`config.mk`:
```
export PLATFORM = sky130hd
export DESIGN_NAME = pkt_fifo
export DESIGN_NICKNAME = d
export VERILOG_FILES = /design/src/rtl/packet_pkg.sv /design/src/rtl/fifo_mem.sv /design/src/rtl/pkt_fifo.sv
export SDC_FILE = /design/constraint.sdc
export NUM_CORES = 1
export LEC_CHECK = 0
export BUFFER_PORTS_ARGS = -buffer_cell sky130_fd_sc_hd__buf_2
export CAP_MARGIN = 10
export CORE_MARGIN = 1.5
export CORE_UTILIZATION = 45
export CTS_BUF_LIST = sky130_fd_sc_hd__clkbuf_2
export DETAILED_ROUTE_END_ITERATION = 12
export HOLD_SLACK_MARGIN = 0.08
export SYNTH_ARGS = -nofsm -noshare
export SYNTH_HDL_FRONTEND = slang
export SYNTH_SLANG_ARGS = --single-unit
```
`constraint.sdc`:
```
create_clock -name clk -period 12.3 [get_ports clk]
set_clock_uncertainty 0.15 [all_clocks]
set_input_delay 1.23 -clock clk [delete_from_list [all_inputs] [get_ports clk]]
set_output_delay 1.23 -clock clk [all_outputs]
set_load 0.005 [all_outputs]
```
`src/rtl/packet_pkg.sv`:
```
// Shared defaults for the packet datapath blocks.
package packet_pkg;

  localparam int PKT_DATA_WIDTH = 32;
  localparam int PKT_DEPTH      = 16;
  localparam int PKT_HDR_WIDTH  = 8;

endpackage

```
`src/rtl/fifo_mem.sv`:
```
// Packet FIFO storage: one synchronous write port, one asynchronous read port.
module fifo_mem #(
  parameter int WIDTH = 33,
  parameter int DEPTH = 16
) (
  input  logic                     clk,
  input  logic                     we,
  input  logic [$clog2(DEPTH)-1:0] waddr,
  input  logic [WIDTH-1:0]         wdata,
  input  logic [$clog2(DEPTH)-1:0] raddr,
  output logic [WIDTH-1:0]         rdata
);

  logic [WIDTH-1:0] mem [DEPTH];

  // Storage is intentionally not reset; empty/full masking hides stale words.
  always_ff @(posedge clk) begin
    if (we) mem[waddr] <= wdata;
  end

  assign rdata = mem[raddr];

endmodule

```
`src/rtl/pkt_fifo.sv`:
```
// Packet-aware synchronous FIFO with eop tagging, packet counting, header
// peek, sticky overflow/underflow flags and optional first-word-fall-through.
module pkt_fifo
  import packet_pkg::*;
#(
  parameter int DATA_WIDTH = PKT_DATA_WIDTH,
  parameter int DEPTH      = PKT_DEPTH,
  parameter int HDR_WIDTH  = PKT_HDR_WIDTH,
  parameter int AFULL_TH   = DEPTH - 2,
  parameter int AEMPTY_TH  = 2,
  parameter int FWFT       = 0
) (
  input  logic                     clk,
  input  logic                     rst,
  input  logic                     wr_en,
  input  logic [DATA_WIDTH-1:0]    data_in,
  input  logic                     wr_eop,
  output logic                     full,
  output logic                     almost_full,
  input  logic                     rd_en,
  output logic [DATA_WIDTH-1:0]    data_out,
  output logic                     rd_eop,
  output logic                     empty,
  output logic                     almost_empty,
  output logic [$clog2(DEPTH):0]   count,
  output logic [$clog2(DEPTH):0]   pkt_count,
  output logic [HDR_WIDTH-1:0]     header_out,
  output logic                     overflow,
  output logic                     underflow,
  input  logic                     clr_err
);

  localparam int AW = $clog2(DEPTH);
  localparam int CW = AW + 1;
  localparam logic [CW-1:0] DEPTH_C  = CW'(DEPTH);
  localparam logic [CW-1:0] AFULL_C  = CW'(AFULL_TH);
  localparam logic [CW-1:0] AEMPTY_C = CW'(AEMPTY_TH);

  logic [AW-1:0]       wr_ptr, rd_ptr;
  logic [DATA_WIDTH:0] head_word;
  logic [DATA_WIDTH-1:0] head_data;
  logic                head_eop;
  logic                wr_acc, rd_acc;

  assign full         = (count == DEPTH_C);
  assign empty        = (count == '0);
  assign almost_full  = (count >= AFULL_C);
  assign almost_empty = (count <= AEMPTY_C);

  assign wr_acc = wr_en && !full && !rst;
  assign rd_acc = rd_en && !empty && !rst;

  fifo_mem #(
    .WIDTH(DATA_WIDTH + 1),
    .DEPTH(DEPTH)
  ) u_mem (
    .clk  (clk),
    .we   (wr_acc),
    .waddr(wr_ptr),
    .wdata({wr_eop, data_in}),
    .raddr(rd_ptr),
    .rdata(head_word)
  );

  assign head_data  = head_word[DATA_WIDTH-1:0];
  assign head_eop   = head_word[DATA_WIDTH];
  assign header_out = empty ? '0 : head_data[HDR_WIDTH-1:0];

  always_ff @(posedge clk) begin
    if (rst) begin
      wr_ptr    <= '0;
      rd_ptr    <= '0;
      count     <= '0;
      pkt_count <= '0;
    end else begin
      if (wr_acc) wr_ptr <= wr_ptr + 1'b1;
      if (rd_acc) rd_ptr <= rd_ptr + 1'b1;
      case ({wr_acc, rd_acc})
        2'b10:   count <= count + 1'b1;
        2'b01:   count <= count - 1'b1;
        default: count <= count;
      endcase
      case ({wr_acc && wr_eop, rd_acc && head_eop})
        2'b10:   pkt_count <= pkt_count + 1'b1;
        2'b01:   pkt_count <= pkt_count - 1'b1;
        default: pkt_count <= pkt_count;
      endcase
    end
  end

  // Sticky error flags: a new error in the same cycle as clr_err keeps the flag set.
  always_ff @(posedge clk) begin
    if (rst) begin
      overflow  <= 1'b0;
      underflow <= 1'b0;
    end else begin
      if (wr_en && full)  overflow <= 1'b1;
      else if (clr_err)   overflow <= 1'b0;
      if (rd_en && empty) underflow <= 1'b1;
      else if (clr_err)   underflow <= 1'b0;
    end
  end

  generate
    if (FWFT != 0) begin : g_fwft
      assign data_out = empty ? '0 : head_data;
      assign rd_eop   = !empty && head_eop;
    end else begin : g_reg
      logic [DATA_WIDTH-1:0] data_q;
      logic                  eop_q;

      always_ff @(posedge clk) begin
        if (rst) begin
          data_q <= '0;
          eop_q  <= 1'b0;
        end else if (rd_acc) begin
          data_q <= head_data;
          eop_q  <= head_eop;
        end
      end

      assign data_out = data_q;
      assign rd_eop   = eop_q;
    end
  endgenerate

endmodule
```
==> metrics.md, run 1 <==
| Metric | Value |
|---|---|
| Slew HR | 32.0% |
| Synth async-reset ratio | 0% |
| Placed Cells | 1,793 |
| # DRC | 0 |
| Worst hold margin | 0.309 ns |
| RSZ-0062 raised after global routing | no |
| Area Overhead vs Synth | 14.1% |
| First-pass GRT wire length | roughly 74,000 um |
| Core area | 49,100 sq um |
| Post-synthesis sequential area ratio | 75.9% |
| Drt pass-1 iters | 5 |
| Final hold viol count | 0 |
| Max_cap viols | 0 |
| Top FF cell, synth | edfxtp_1 |
| Number of synthesized flops with an enable pin | roughly 530 |
| Worst-margin pin slew | a little over 1 ns |
| Gp weighted congestion | around 0.72 |
| Final setup vio count | 0 |
| Layout fillers | 4,053 |
| Mapped cell area | 22,400 sq um |
| Synth unique cells | 41 |
| Hold WC Path Type | in2reg |
| CTS root buf | clkbuf_2 |
| Net Count, Synth | 1,117 |
| Power per cell area | 150 nW/um^2 |
| YS warnings | 0 |
| Final WL | 49,800 um |
| Die height | 226 um |
| Post-DP HPWL | 25,900 um |
| Rows | 81 |
| Vias per cell | 5.41 |
| Tcrit/Tclk final | 48.2% |
| Outcome | finished clean |
| Worst Path Required | 10.92 ns |
| Starting Density | 45.7% |
| Vias in the first global route | 11,900 |
| Number of buffers added for setup after CTS | 0 |
| Clock latency on the worst-skew pair | 1.27 ns |
| Reg2Reg Setup Slack | 8.20 ns |
| Clock sink count | 585 |
| Die width | around 230 um |
| Worst setup SP type | flop |
| CTS tree | yes |
| Fin. max-slew vios | 0 |
| Crit. End Element | primary output |
| Leakage | 0.00870 uW |
| Final Critical Period | around 6 ns |
| I/O pin total | 95 |
| GRT Util Overall | 20.4% |
| Overflow after GRT | 0 |
| Total Neg Setup Slack | 0 ns |
| Initial DRC count | 1,018 |
| Post-CTS sizing | 0 |
| Crit Path Max Fanout | 50 |
| Layout cells sized above 1 | 39.4% |
| Syn_area_per_cell | between 20 and 25 sq um |
| Num CTS Buffers | approximately 150 |
| Post-route ant nets | 0 |
| Vias | 11,400 |
| Synth Instances | 1,064 |
| Largest net degree at the start of global routing | 51 |
| Fmax | 169 MHz |
| Synthesis-stage register bit count | 585 |
| Setup CP Type | reg2out |
| Htree depth | 4 |
| Final Non-Filler Cells | about 2,100 |
| # hold bufs at CTS | 37 |
| PortBufs | 94 |
| Worst Path Arrival | about 4.6 ns |
| Peak supply drop | around 0.061 mV |
| Drt wl/cell | 23.7 um |
| CTS Buffer Depth | 3 |
| Initial antenna violation count | 3 |
| Full die area | around 51,000 sq um |
| Worst-path clk slew | 0.09 ns |
| Total Nets Final | 1,369 |
metal layers:
layer / global-route usage (%) / up-vias / wire, um
met1: 28.0 / 5909 / 22200
met3: 5.98 / 81 / 3160
met5: 0 / - / 16
li1: - / 4978 / -
met2: 31.2 / 388 / 23500
met4: 7.23 / 2 / 913
flip-flops by register name, summed over array words and instances (netlist names), named ones only:
signal and flops:
count 5, rd_ptr 4, overflow 1, wr_ptr 4
data_out 32, pkt_count 5, underflow 1, rd_eop 1
u_mem.mem 528
where the power goes:
group          leakage [uW]  internal, uW  switching (uW)
clock network       0.00110           622             766
registers           0.00522          2200            27.8
logic               0.00238          84.7             126
critical path, stage by stage (launching register included):
cell      delay, ns
dfxtp_4        1.01
buf_4          0.91
mux4_2         0.61
mux2_2         0.29
nor2_1         0.09
a211oi_1       0.09
buf_2          0.21
per-stage QoR:
step	worst slack, ns	total power (uW)	utilization [%]	instance area (sq um)
finish	6.37	3820	52.1	25600
floorplan	7.37	2360	-	22400
CTS	6.03	3870	52.1	25500
global placement	7.51	2470	48.3	23700
global route	5.83	3990	52.1	25600
detailed placement	7.50	2470	48.3	23700
synth_stat cells (5+ instances only):
cell / instances / share of area [%]
ha_1: 13 / 0.73
xor2_1: 5 / 0.20
mux2i_1: 34 / 1.5
edfxtp_1: 528 / 71
nor2b_1: 6 / 0.17
inv_1: 14 / 0.23
a22oi_2: 6 / 0.34
a21oi_1: 11 / 0.25
dfxtp_1: 57 / 5.1
a211oi_1: 8 / 0.27
mux2_2: 34 / 1.7
nor2_1: 46 / 0.77
clkbuf_1: 15 / 0.25
a22oi_1: 28 / 0.94
o21ai_1: 32 / 0.72
mux4_2: 132 / 13
buf_2: 26 / 0.58
nor3_1: 7 / 0.16
nand2_1: 16 / 0.27
nand3_1: 5 / 0.11
buf_4: 6 / 0.20
kinds of logic (layout without fill, tap and decap cells):
logic type / count (synthesis) / count (layout) / share of synthesized area [%]
other: 0 / 3 / 0
muxes: 200 / 200 / 16.5
adders and majority gates: 15 / 15 / 0.905
buffers and inverters: 69 / 438 / 1.66
and+or+nand+nor: 91 / 91 / 1.83
DFF: 585 / 585 / 75.9
AOI/OAI and AO/OA: 95 / 95 / 2.85
xor gates and xnor gates: 9 / 9 / 0.352
final cells by class:
| cell class | instances | area [sq um] | share of cell area [%] |
|---|---|---|---|
| well taps | 664 | 831 | 3.25 |
| diodes | 3 | 7.51 | 0.0294 |
| repair buffers | 157 | 1040 | 4.05 |
| inverters | 14 | 53.8 | 0.211 |
| multi-input cells | 410 | 5150 | 20.2 |
| flip-flops and latches | 585 | 17000 | 66.5 |
| clock buffers | 231 | 1160 | 4.52 |
| clock inverters | 36 | 313 | 1.22 |
path summary, 6_finish.rpt:
path                              from            end  cells after the start
worst max-delay path              flop  header_out[4]                      6
worst min register to register  rd_eop         rd_eop                      1
worst min-delay path               rst      wr_ptr[0]                      2
worst max register to register    flop   pkt_count[4]                     11
cells in the final DEF (no fill, tap or decap), types with 3 or more instances in the layout:
master	synthesis	routed
buf_2	26	94
ha_1	13	13
buf_4	6	26
mux2_2	34	34
a21o_1	3	3
clkinv_1	0	21
nor3_2	0	5
a22oi_2	6	6
nor2_1	46	33
mux2i_1	34	34
a22oi_1	28	28
o21ai_1	32	32
nor2_4	0	13
o21ai_0	3	3
dfxtp_1	57	55
xnor2_1	4	4
bufinv_16	0	6
clkinvlp_4	0	4
a21oi_1	11	11
dlygate4sd3_1	0	37
nand3_1	5	5
nand2_1	16	15
clkbuf_2	0	231
xor2_1	5	5
a211oi_1	8	8
nor2b_1	6	6
edfxtp_1	528	528
inv_2	0	4
inv_1	14	13
mux4_2	132	132
diode_2	0	3
No activity file was read; power rests on OpenSTA's default activity.
==> run 2, diff against run 1 <==
- ABC_AREA: unset -> 1
- clock period: 12.3 -> 6.13 ns (I/O delays scaled with it)
==> metrics.md, run 2 <==
| Metric | Value |
|---|---|
| Final setup vio count | 0 (unchanged) |
| Total Neg Setup Slack | 0 ns (unchanged) |
| Largest net degree at the start of global routing | 114 (was 51) |
| Synth async-reset ratio | 0% (unchanged) |
| Vias | 16,400 (was 11,400) |
| Worst-margin pin slew | 1.25 ns (was 1.02 ns) |
| Largest register FFs | 528 (unchanged) |
| Cell taking the most area after synthesis | edfxtp_1 (unchanged) |
| Gp weighted congestion | 0.817 (was 0.715) |
| Synth Instances | 2,060 (was 1,064) |
| Mapped cell area | 23,600 sq um (was 22,400 sq um) |
| Num CTS Buffers | 150 (was 148) |
| Number of synthesized flops with an enable pin | 528 (unchanged) |
| Die height | 232 um (was 226 um) |
| Total Nets Final | 2,346 (was 1,369) |
| Fin. max-slew vios | 0 (unchanged) |
| Post-route ant nets | 0 (unchanged) |
| Worst-path clk slew | 0.11 ns (was 0.09 ns) |
| Sequential cell area | 17,000 sq um (about the same) |
| Delay-heaviest family, CP | buffers and inverters (unchanged) |
| Synthesis-stage register bit count | 585 (unchanged) |
| Outcome | finished clean (unchanged) |
| CTS root buf | clkbuf_2 (unchanged) |
| CTS Buffer Depth | 3 (unchanged) |
| Most frequent cells in the layout | nand2_1 (653), edfxtp_1 (528), nand3_1 (388), clkbuf_2 (224), buf_2 (94) (was edfxtp_1 (528), clkbuf_2 (231), mux4_2 (132), buf_2 (94), dfxtp_1 (55)) |
| Max_cap viols | 0 (unchanged) |
| Layout fillers | 4,637 (was 4,053) |
| Area Overhead vs Synth | 13.9% (was 14.1%) |
| Post-DP HPWL | 30,600 um (was 25,900 um) |
| Multi-input gate area | 5830 sq um (was 5150 sq um) |
| Worst Path Required | 5.37 ns (was 10.92 ns) |
| Full die area | 53,800 sq um (was 51,100 sq um) |
| Commonest cells in the netlist | nand2_1 (654), edfxtp_1 (528), nand3_1 (388) (was edfxtp_1 (528), mux4_2 (132), dfxtp_1 (57)) |
| Core area | 51,500 sq um (was 49,100 sq um) |
| Power Total | 8630 uW (was 3820 uW) |
| Crit path buffers/inverters | 3 (was 2) |
| # DRC | 0 (unchanged) |
| Vias per cell | 5.32 (was 5.41) |
| Peak supply drop | 0.159 mV (was 0.0609 mV) |
| Final WL | 61,400 um (was 49,800 um) |
| Syn_area_per_cell | 11.4 sq um (was 21.0 sq um) |
| Top FF cell, synth | edfxtp_1 (unchanged) |
| Starting Density | 45.8% (was 45.7%) |
| Clock sink count | 585 (unchanged) |
| Rows | 83 (was 81) |
| Post-synthesis sequential area ratio | 72.1% (was 75.9%) |
| YS warnings | 0 (unchanged) |
| Dpl ws | 2.23 ns (was 7.50 ns) |
| First-pass GRT wire length | 93,900 um (was 74,000 um) |
| Hold WC Path Type | in2reg (unchanged) |
| Top reg by flops | u_mem.mem (unchanged) |
| RSZ-0062 raised after global routing | no (unchanged) |
| Post-DP Area | 24,700 sq um (was 23,700 sq um) |
| Final Critical Period | between 4 and 5 ns |
| I/O pin total | 95 (unchanged) |
| Top-count cell post-synth | nand2_1 (was edfxtp_1) |
| Overflow after GRT | 0 (unchanged) |
| Vias in the first global route | 16,100 (was 11,900) |
| Final hold viol count | 0 (unchanged) |
| Worst Path Arrival | 4.14 ns (was 4.55 ns) |
| Leakage | 0.0104 uW (was 0.00870 uW) |
| Design area | 26,800 sq um (was 25,600 sq um) |
| Most common cell after layout, fill and taps aside | nand2_1 (was edfxtp_1) |
| Min setup slack post-route | 1.23 ns (was 6.37 ns) |
| Net Count, Synth | 2,113 (was 1,117) |
| Synth unique cells | 27 (was 41) |
| Worst setup SP type | flop (unchanged) |
| Area fraction of the dominant cell type after synthesis | 67.3% (was 70.8%) |
| Drt pass-1 iters | 5 (unchanged) |
| Tcrit/Tclk final | 79.9% |
| PortBufs | 94 (unchanged) |
| Initial DRC count | 1,550 (was 1,018) |
| Slew HR | 16.9% (was 32.0%) |
| Crit Path Max Fanout | 78 (was 50) |
| Layout cells sized above 1 | 16.3% (was 39.4%) |
| Setup CP Type | reg2out (unchanged) |
| Top post-synthesis cells by area | edfxtp_1 (67%), nand2_1 (10%), nand3_1 (8.2%) (was edfxtp_1 (71%), mux4_2 (13%), dfxtp_1 (5.1%)) |
| Crit-path slowest cell | dfxtp_4 (unchanged) |
| Finished Core Util | 52.1% (about the same) |
| Die width | 232 um (was 226 um) |
| Htree depth | 4 (unchanged) |
| Crit. End Element | primary output (unchanged) |
| Most used cell, CP | nand3_1 |
| CTS tree | yes (unchanged) |
| GRT Util Overall | 23.5% (was 20.4%) |
| Fmax | 204 MHz |
| Clock latency on the worst-skew pair | 1.28 ns (was 1.27 ns) |
| Slowest cell delay on critical path | 0.91 ns (was 1.01 ns) |
| Initial antenna violation count | 4 (was 3) |
| Power per cell area | 322 nW/um^2 (was 150 nW/um^2) |
| Crit-path cells | inv_4 > buf_4 > nor2_1 > o21ai_0 > nand3_1 > nand3_1 > a21oi_1 > buf_2 (was buf_4 > mux4_2 > mux2_2 > nor2_1 > a211oi_1 > buf_2) |
| Drt wl/cell | 19.9 um (was 23.7 um) |
[run 2: cell count changes after synthesis, moves of 28 or more]
cell and delta:
nand2_1 +638, nand3_1 +383, mux4_2 -132, nor2_1 +59
inv_1 +56, o21ai_0 +43, buf_2 +42, mux2_2 -34
mux2i_1 -34, o21ai_1 -30, a22oi_1 -28
[run 2: final cells by class]
type / instances / share of cell area (%)
diodes: 5 / 0.0466
clock buffers: 224 / 4.18
clock inverters: 38 / 1.03
inverters: 73 / 1.05
multi-input cells: 1282 / 21.7
flip-flops and latches: 585 / 63.3
well taps: 680 / 3.17
repair buffers: 201 / 5.45
[run 2: worst min-delay path: cells and delay by family]
kind | cells | cell delay, ns
AOI/OAI and AO/OA | 1 | 0.18
buffers and inverters | 2 | 0.84
[run 2: metal layers]
layer  global-route usage (%)  up-vias  share of wire [%]
met5                        0        -                  0
met4                     9.80        0                2.4
met3                     5.89      117                7.7
met2                     36.8      671                 47
met1                     31.4     7919                 43
li1                         -     7709                  -
[run 2: repair_timing]
item	4_1_cts	5_1_grt
resized for setup	0	0
hold buffers	76	0
hold endpoints to repair	611	0
setup buffers	0	0
[run 2: power breakdown]
part / leakage (uW) / internal [uW] / switching, uW
logic: 0.00408 / 454 / 947
registers: 0.00523 / 4430 / 91.0
clock network: 0.00105 / 1140 / 1570
[run 2: kinds of logic (layout without fill, tap and decap cells)]
family | count (synthesis) | after routing | synth area share [%]
AO/OA/AOI/OAI | 109 | 109 | 2.65
XOR/XNOR | 7 | 7 | 0.260
adder cells (fa/ha/maj) | 15 | 15 | 0.860
buffers and inverters | 193 | 536 | 3.71
flip-flops | 585 | 585 | 72.1
other | 0 | 5 | 0
AND/OR/NAND/NOR | 1151 | 1151 | 20.4
[run 2: stage by stage]
step	cells	hold slack [ns]
floorplan	2060	0.304
global placement	2745	0.297
detailed placement	2745	0.313
CTS	3083	0.104
global route	3087	0.163
finish	3088	0.243
[run 2: worst paths after layout]
kind         cells after the start            end   startpoint  slack, ns
max                              8  header_out[5]         flop       1.23
min                              3         rd_eop          rst       0.24
max reg2reg                     15   pkt_count[4]         flop       2.21
min reg2reg                      2    data_out[0]  data_out[0]       0.33
